**src/rtl/fft64_pkg.sv**
```systemverilog
`default_nettype none
// ============================================================================
// Module      : fft64_pkg
// Description : Shared constants, FSM encoding, twiddle table and output
//               saturation for the 64-point forward/inverse transforms.
// Revision    : 1.0 - initial release
// ============================================================================
package fft64_pkg;

    localparam int N  = 64;
    localparam int DW = 8;
    localparam int TW = 8;
    localparam int AW = 24;

    typedef logic [1:0] state_t;
    localparam state_t ST_IDLE  = 2'd0;
    localparam state_t ST_READ  = 2'd1;
    localparam state_t ST_CALC  = 2'd2;
    localparam state_t ST_WRITE = 2'd3;

    localparam logic signed [AW-1:0] c_sat_hi = AW'((1 << (DW - 1)) - 1);
    localparam logic signed [AW-1:0] c_sat_lo = -c_sat_hi - AW'(1);

    // First quadrant of round(127*cos(2*pi*i/64)), i = 0..16
    function automatic logic [TW-1:0] qtr_mag(input int idx);
        logic [TW-1:0] mag;
        case (idx)
            0:       mag = 8'd127;
            1:       mag = 8'd126;
            2:       mag = 8'd125;
            3:       mag = 8'd122;
            4:       mag = 8'd117;
            5:       mag = 8'd112;
            6:       mag = 8'd106;
            7:       mag = 8'd98;
            8:       mag = 8'd90;
            9:       mag = 8'd81;
            10:      mag = 8'd71;
            11:      mag = 8'd60;
            12:      mag = 8'd49;
            13:      mag = 8'd37;
            14:      mag = 8'd25;
            15:      mag = 8'd12;
            default: mag = 8'd0;
        endcase
        return mag;
    endfunction

    function automatic logic signed [TW-1:0] twiddle_cos(input logic [5:0] m);
        int            mi;
        int            idx;
        logic          neg;
        logic [TW-1:0] mag;
        mi = int'(m);
        if (mi <= 16) begin
            idx = mi;
            neg = 1'b0;
        end else if (mi <= 32) begin
            idx = 32 - mi;
            neg = 1'b1;
        end else if (mi <= 48) begin
            idx = mi - 32;
            neg = 1'b1;
        end else begin
            idx = 64 - mi;
            neg = 1'b0;
        end
        mag = qtr_mag(idx);
        return neg ? -mag : mag;
    endfunction

    // sin(theta) = cos(theta - pi/2); the 6-bit subtraction wraps the angle
    function automatic logic signed [TW-1:0] twiddle_sin(input logic [5:0] m);
        return twiddle_cos(m - 6'd16);
    endfunction

    function automatic logic signed [DW-1:0] sat_dw(input logic signed [AW-1:0] v);
        logic signed [AW-1:0] c;
        if (v > c_sat_hi)
            c = c_sat_hi;
        else if (v < c_sat_lo)
            c = c_sat_lo;
        else
            c = v;
        return c[DW-1:0];
    endfunction

endpackage
`default_nettype wire

```
**src/rtl/fft64_twiddle_rom.sv**
```systemverilog
`default_nettype none
// ============================================================================
// Module      : fft64_twiddle_rom
// Description : Registered 64-entry cos/sin lookup, one cycle read latency.
// Revision    : 1.0 - initial release
// ============================================================================
module fft64_twiddle_rom
    import fft64_pkg::*;
(
    input  logic                 clk,
    input  logic [5:0]           addr,
    output logic signed [TW-1:0] cos_val,
    output logic signed [TW-1:0] sin_val
);

    always_ff @(posedge clk) begin
        cos_val <= twiddle_cos(addr);
        sin_val <= twiddle_sin(addr);
    end

endmodule
`default_nettype wire

```
**src/rtl/ifft64.sv**
```systemverilog
`default_nettype none
// ============================================================================
// Module      : ifft64
// Description : Serial 64-point inverse DFT, one complex MAC per cycle.
// Revision    : 1.0 - initial release
// ============================================================================
module ifft64
    import fft64_pkg::*;
#(
    parameter int SHIFT = 13
) (
    input  logic                 clk,
    input  logic                 rst,
    input  logic                 InEn,
    input  logic signed [DW-1:0] InR,
    input  logic signed [DW-1:0] InI,
    output logic signed [DW-1:0] OutR,
    output logic signed [DW-1:0] OutI,
    output logic                 OutEn,
    output logic                 Busy
);

    localparam logic signed [AW-1:0] c_round = AW'(1) <<< (SHIFT - 1);

    state_t r_state;
    logic   r_in_en_d;
    logic [5:0] r_k;
    logic [5:0] r_n;
    logic [6:0] r_cnt;

    logic signed [DW-1:0] r_xr [N];
    logic signed [DW-1:0] r_xi [N];
    logic signed [DW-1:0] r_yr [N];
    logic signed [DW-1:0] r_yi [N];

    logic                 r_s1_vld;
    logic signed [DW-1:0] r_s1_xr;
    logic signed [DW-1:0] r_s1_xi;
    logic signed [TW-1:0] w_cos;
    logic signed [TW-1:0] w_sin;

    logic signed [AW-1:0] r_acc_re;
    logic signed [AW-1:0] r_acc_im;

    logic signed [DW-1:0] r_out_r;
    logic signed [DW-1:0] r_out_i;
    logic                 r_out_en;

    logic [5:0]                w_m;
    logic signed [DW+TW-1:0]   w_p_rc;
    logic signed [DW+TW-1:0]   w_p_is;
    logic signed [DW+TW-1:0]   w_p_rs;
    logic signed [DW+TW-1:0]   w_p_ic;
    logic signed [AW-1:0]      w_sum_re;
    logic signed [AW-1:0]      w_sum_im;
    logic signed [AW-1:0]      w_shr_re;
    logic signed [AW-1:0]      w_shr_im;

    // Twiddle index is (n*k) mod 64; the 6-bit product truncates for free
    assign w_m = r_n * r_cnt[5:0];

    fft64_twiddle_rom u_rom (
        .clk     (clk),
        .addr    (w_m),
        .cos_val (w_cos),
        .sin_val (w_sin)
    );

    assign w_p_rc = r_s1_xr * w_cos;
    assign w_p_is = r_s1_xi * w_sin;
    assign w_p_rs = r_s1_xr * w_sin;
    assign w_p_ic = r_s1_xi * w_cos;

    assign w_sum_re = r_acc_re
                    + {{(AW-DW-TW){w_p_rc[DW+TW-1]}}, w_p_rc}
                    - {{(AW-DW-TW){w_p_is[DW+TW-1]}}, w_p_is};
    assign w_sum_im = r_acc_im
                    + {{(AW-DW-TW){w_p_rs[DW+TW-1]}}, w_p_rs}
                    + {{(AW-DW-TW){w_p_ic[DW+TW-1]}}, w_p_ic};

    assign w_shr_re = (r_acc_re + c_round) >>> SHIFT;
    assign w_shr_im = (r_acc_im + c_round) >>> SHIFT;

    always_ff @(posedge clk) begin
        r_in_en_d <= InEn;
    end

    // CALC per output n: cnt 0..63 feed stage 1, MAC lands on cnt 1..64,
    // cnt 65 writes the scaled result and clears the accumulator.
    always_ff @(posedge clk) begin
        if (rst) begin
            r_state  <= ST_IDLE;
            r_k      <= '0;
            r_n      <= '0;
            r_cnt    <= '0;
            r_s1_vld <= 1'b0;
            r_s1_xr  <= '0;
            r_s1_xi  <= '0;
            r_acc_re <= '0;
            r_acc_im <= '0;
            r_out_en <= 1'b0;
            r_out_r  <= '0;
            r_out_i  <= '0;
        end else begin
            case (r_state)
                ST_IDLE: begin
                    r_out_en <= 1'b0;
                    r_out_r  <= '0;
                    r_out_i  <= '0;
                    if (InEn && !r_in_en_d) begin
                        r_state <= ST_READ;
                        r_k     <= '0;
                    end
                end

                ST_READ: begin
                    r_xr[r_k] <= InR;
                    r_xi[r_k] <= InI;
                    r_k       <= r_k + 6'd1;
                    if (r_k == 6'd63) begin
                        r_state  <= ST_CALC;
                        r_n      <= '0;
                        r_cnt    <= '0;
                        r_s1_vld <= 1'b0;
                        r_acc_re <= '0;
                        r_acc_im <= '0;
                    end
                end

                ST_CALC: begin
                    r_s1_vld <= ~r_cnt[6];
                    r_s1_xr  <= r_xr[r_cnt[5:0]];
                    r_s1_xi  <= r_xi[r_cnt[5:0]];
                    if (r_s1_vld) begin
                        r_acc_re <= w_sum_re;
                        r_acc_im <= w_sum_im;
                    end
                    if (r_cnt == 7'd65) begin
                        r_yr[r_n] <= sat_dw(w_shr_re);
                        r_yi[r_n] <= sat_dw(w_shr_im);
                        r_acc_re  <= '0;
                        r_acc_im  <= '0;
                        r_cnt     <= '0;
                        r_n       <= r_n + 6'd1;
                        if (r_n == 6'd63) begin
                            r_state  <= ST_WRITE;
                            r_out_en <= 1'b1;
                            r_out_r  <= r_yr[0];
                            r_out_i  <= r_yi[0];
                        end
                    end else begin
                        r_cnt <= r_cnt + 7'd1;
                    end
                end

                ST_WRITE: begin
                    if (r_n == 6'd63) begin
                        r_state  <= ST_IDLE;
                        r_n      <= '0;
                        r_out_en <= 1'b0;
                        r_out_r  <= '0;
                        r_out_i  <= '0;
                    end else begin
                        r_n     <= r_n + 6'd1;
                        r_out_r <= r_yr[r_n + 6'd1];
                        r_out_i <= r_yi[r_n + 6'd1];
                    end
                end

                default: r_state <= ST_IDLE;
            endcase
        end
    end

    assign OutR  = r_out_r;
    assign OutI  = r_out_i;
    assign OutEn = r_out_en;
    assign Busy  = (r_state != ST_IDLE);

endmodule
`default_nettype wire
```
**config.mk**
```make
export PLATFORM = sky130hd
export DESIGN_NAME = ifft64
export DESIGN_NICKNAME = d
export VERILOG_FILES = /design/src/rtl/fft64_pkg.sv /design/src/rtl/fft64_twiddle_rom.sv /design/src/rtl/ifft64.sv
export SDC_FILE = /design/constraint.sdc
export NUM_CORES = 2
export LEC_CHECK = 0
export BUFFER_PORTS_ARGS = -buffer_cell sky130_fd_sc_hd__buf_2
export CAP_MARGIN = 30
export CELL_PAD_IN_SITES_DETAIL_PLACEMENT = 1
export CELL_PAD_IN_SITES_GLOBAL_PLACEMENT = 2
export CORE_MARGIN = 5
export CORE_UTILIZATION = 23
export DETAILED_ROUTE_END_ITERATION = 12
export MAX_ROUTING_LAYER = met4
export PLACE_DENSITY_LB_ADDON = 0.2
export SYNTH_ARGS = -nofsm -noshare
export SYNTH_HDL_FRONTEND = slang
export SYNTH_HIERARCHICAL = 1
export SYNTH_SLANG_ARGS = --single-unit
```
**constraint.sdc**
```tcl
create_clock -name clk -period 11.15 [get_ports clk]
set_input_delay 1.115 -clock clk [delete_from_list [all_inputs] [get_ports clk]]
set_output_delay 1.115 -clock clk [all_outputs]
set_load 0.01 [all_outputs]
```
==> flow_metrics.tcl <==
set metrics [dict create \
    track_usage 0.1335 \
    core_um2 427000 \
    rr_endpoint "u_rom/sin_val[6]" \
    r2r_start "r_cnt[1]" \
    pwr-share-comb 0.251 \
    chipHeight_um 664.3 \
    root_buffer "clkbuf_16" \
    dieWidth_um 664.3 \
    internal_power_uw 16410 \
    synth_edf_count 2048 \
    insertion_delay_ps 950 \
    cellLeakagePower_uw 0.03816 \
    tns_ps 0 \
    hpwl_mm 182.4 \
    post_drt_wl_per_cell_um 25.06 \
    nets 6216 \
    synthCells 5479 \
    cts_setup_buffers 0 \
    vias 50380 \
    clk_path_buf_depth 4 \
    drc 0 \
    fp.dieArea_um2 441300 \
    ir_drop_uv 241.5 \
    post_dp_cell_area_um2 107000 \
    path_class "register to register" \
    rsz0062_at_grt "no" \
    cp_max_fo 48 \
    syn_avg_cell_area_um2 17.97 \
    grt_pass1_vias 55280 \
    switchingPower_uw 7062 \
    portBuffers 36 \
    antenna_found_initial 31 \
    crit_path_start_kind "register" \
    synth-main-ff-cell "edfxtp_1" \
    pin_count 37 \
    setup_ws_ps 3047 \
    drv_cap 0 \
    cp-end-kind "register" \
    place_congestion 0.7191 \
    syn_area_um2 98460 \
    power.share.switching 0.3009 \
    clkPwrFrac 0.365 \
    layout_common_cells "edfxtp_1, mux4_2, inv_1" \
    finalCriticalPeriod_ps 8103 \
    firstDrtPassIters 5 \
    ctsHoldBuffers 0 \
    detail-route-antenna-nets 0 \
    postLayoutCellArea_um2 115800 \
    dp_worst_setup_slack_ps 2937 \
    drt-initial-drc-count 3466 \
    finalClockSkew_ps 89.59 \
    place_inst 11140 \
    ys_seq_area_frac 0.6490 \
    via_per_inst 4.335 \
    grt_overflow 0 \
    syn_nets 5970 \
    wl_mm 291.3 \
    cts_max_level 5 \
    synthToLayoutAreaGrowth_pct 17.57 \
    yosysWarnings 6 \
    min_from "r_acc_re[10]" \
    status "complete, no violations" \
    num_rows 240 \
    cts_resized 0 \
    holdPathEnd "r_acc_re[10]" \
    period_share 0.7267 \
    grt_max_degree 126 \
    max_freq_mhz 123.4 \
    synth-seq-cells 2168 \
    setup_viol 0 \
    critPathArrivalTime_ps 8910 \
    p_seq_frac 0.384 \
    drive_above_1_share 0.2415 \
    cts_tree "yes" \
    hold_depth 2 \
    power_density_nw_per_um2 202.7 \
    startpoint "r_cnt[1]" \
    maxSlewViolCount 0 \
    numCtsBuffers 266 \
    clk_transition_reported_paths_ps 60 \
    rr_worst_depth 23 \
    grt_pass1_wl_mm 416.5 \
    clock_sinks 2168 \
    relSlewSlack 0.3024 \
    utilization 0.2711 \
    r2r_setup_slack_ps 3050 \
    hold_viol_final 0 \
    synthArstFlopShare 0 \
    initial_core_util 0.2306 \
    synth_cell_types 101 \
    final_cells 11620 \
    hold_class "register to register" \
    required_ps 11960 \
    final_common_cell "edfxtp_1" \
    worstMarginPinSlew_ps 1033 \
]
==> worst max-delay path by stage <==
stage	end	slack, ps
2_1_floorplan	r_acc_im[22]	4140
3_3_place_gp	u_rom/sin_val[6]	3060
3_5_place_dp	u_rom/sin_val[6]	2940
4_1_cts	u_rom/sin_val[6]	2890
5_1_grt	u_rom/sin_val[6]	2440
6_report	u_rom/sin_val[6]	3050
==> registers in the layout (all words and copies together) (netlist names), 7 cells and up <==
signal         flops
u_rom/cos_val      8
r_yi             512
r_acc_re          24
r_acc_im          24
r_s1_xr            8
r_yr             512
OutI               8
r_cnt              7
r_xr             512
r_s1_xi            8
u_rom/sin_val      8
OutR               8
r_xi             512
==> layer usage <==
layer	GRT usage	routed length, um
met2	0.2162	141100
met4	0.03122	6732
met5	-	0
met1	0.1783	133100
met3	0.01803	10350
==> worst max-delay path, cell delays in order (launching register included) <==
cell	delay, ps
dfxtp_4	850
and2_1	260
fa_1	430
ha_1	300
ha_1	300
ha_1	210
fa_1	440
xnor2_1	150
xnor2_1	200
xnor2_1	150
xnor2_1	100
xnor2_1	700
inv_1	320
ha_1	620
nor2_1	180
a21boi_1	180
or4_1	450
a211oi_2	770
nand2_1	210
ha_1	300
a21bo_2	190
a22oi_1	100
a21o_1	230
a211o_1	320
==> synthesized netlist by cell type, types with 15 or more instances <==
library cell,number,share of area
xor2_1,43,0.0038
inv_1,428,0.016
nor2b_1,23,0.0015
buf_1,16,0.00061
o21ai_0,55,0.0028
o21bai_1,21,0.0016
and2_1,179,0.011
buf_4,27,0.0021
a21o_1,39,0.0030
a21oi_1,88,0.0045
nand2_1,200,0.0076
o21ai_1,26,0.0013
xnor2_1,105,0.0093
dfxtp_1,120,0.024
or3_1,15,0.00095
clkbuf_1,150,0.0057
nand3_1,49,0.0025
mux4_2,656,0.15
nor3_1,34,0.0017
ha_1,208,0.026
and3_1,17,0.0011
edfxtp_1,2048,0.62
fa_1,264,0.054
a32o_1,16,0.0016
nand2b_1,17,0.0011
nor2_1,284,0.011
a22oi_1,37,0.0028
buf_2,53,0.0027
mux2i_1,55,0.0056
==> logic make-up (layout without fill, tap and decap cells) <==
kind of cell    after synthesis  after routing  share of synthesized area
xor+xnor                    150            150                    0.01356
flops                      2168           2168                     0.6490
fa+ha+maj                   472            472                    0.08011
mux                         719            719                     0.1566
compound gates              405            405                    0.02839
other cells                   0             14                          0
simple gates                883            883                    0.04411
buf+inv                     682           1124                    0.02824
==> through the flow <==
stage | hold slack, ps | total power, uW
2_1_floorplan | 425.1 | 13330
3_3_place_gp | 447.8 | 15210
3_5_place_dp | 454.8 | 15200
4_1_cts | 409.6 | 23970
5_1_grt | 436.4 | 24790
6_report | 457.9 | 23470
==> power groups by stage <==
stage / Combinational [uW] / Clock [uW] / Sequential, uW
floorplan: 4270 / 0 / 9070
global placement: 6030 / 0 / 9180
detailed placement: 6010 / 0 / 9180
CTS: 6050 / 8910 / 9010
global route: 6560 / 9220 / 9010
finish: 5890 / 8580 / 9000
==> cell type report <==
type                    instances  area [um^2]
well taps                    5687         7116
fillers                     44430       311300
clock buffers                 332         6955
clock inverters               132         1647
repair buffers                231         1976
inverters                     429         1610
diodes                         14        35.03
multi-input cells            2629        32490
flip-flops and latches       2168        63920
No activity file was read; power rests on OpenSTA's default activity.
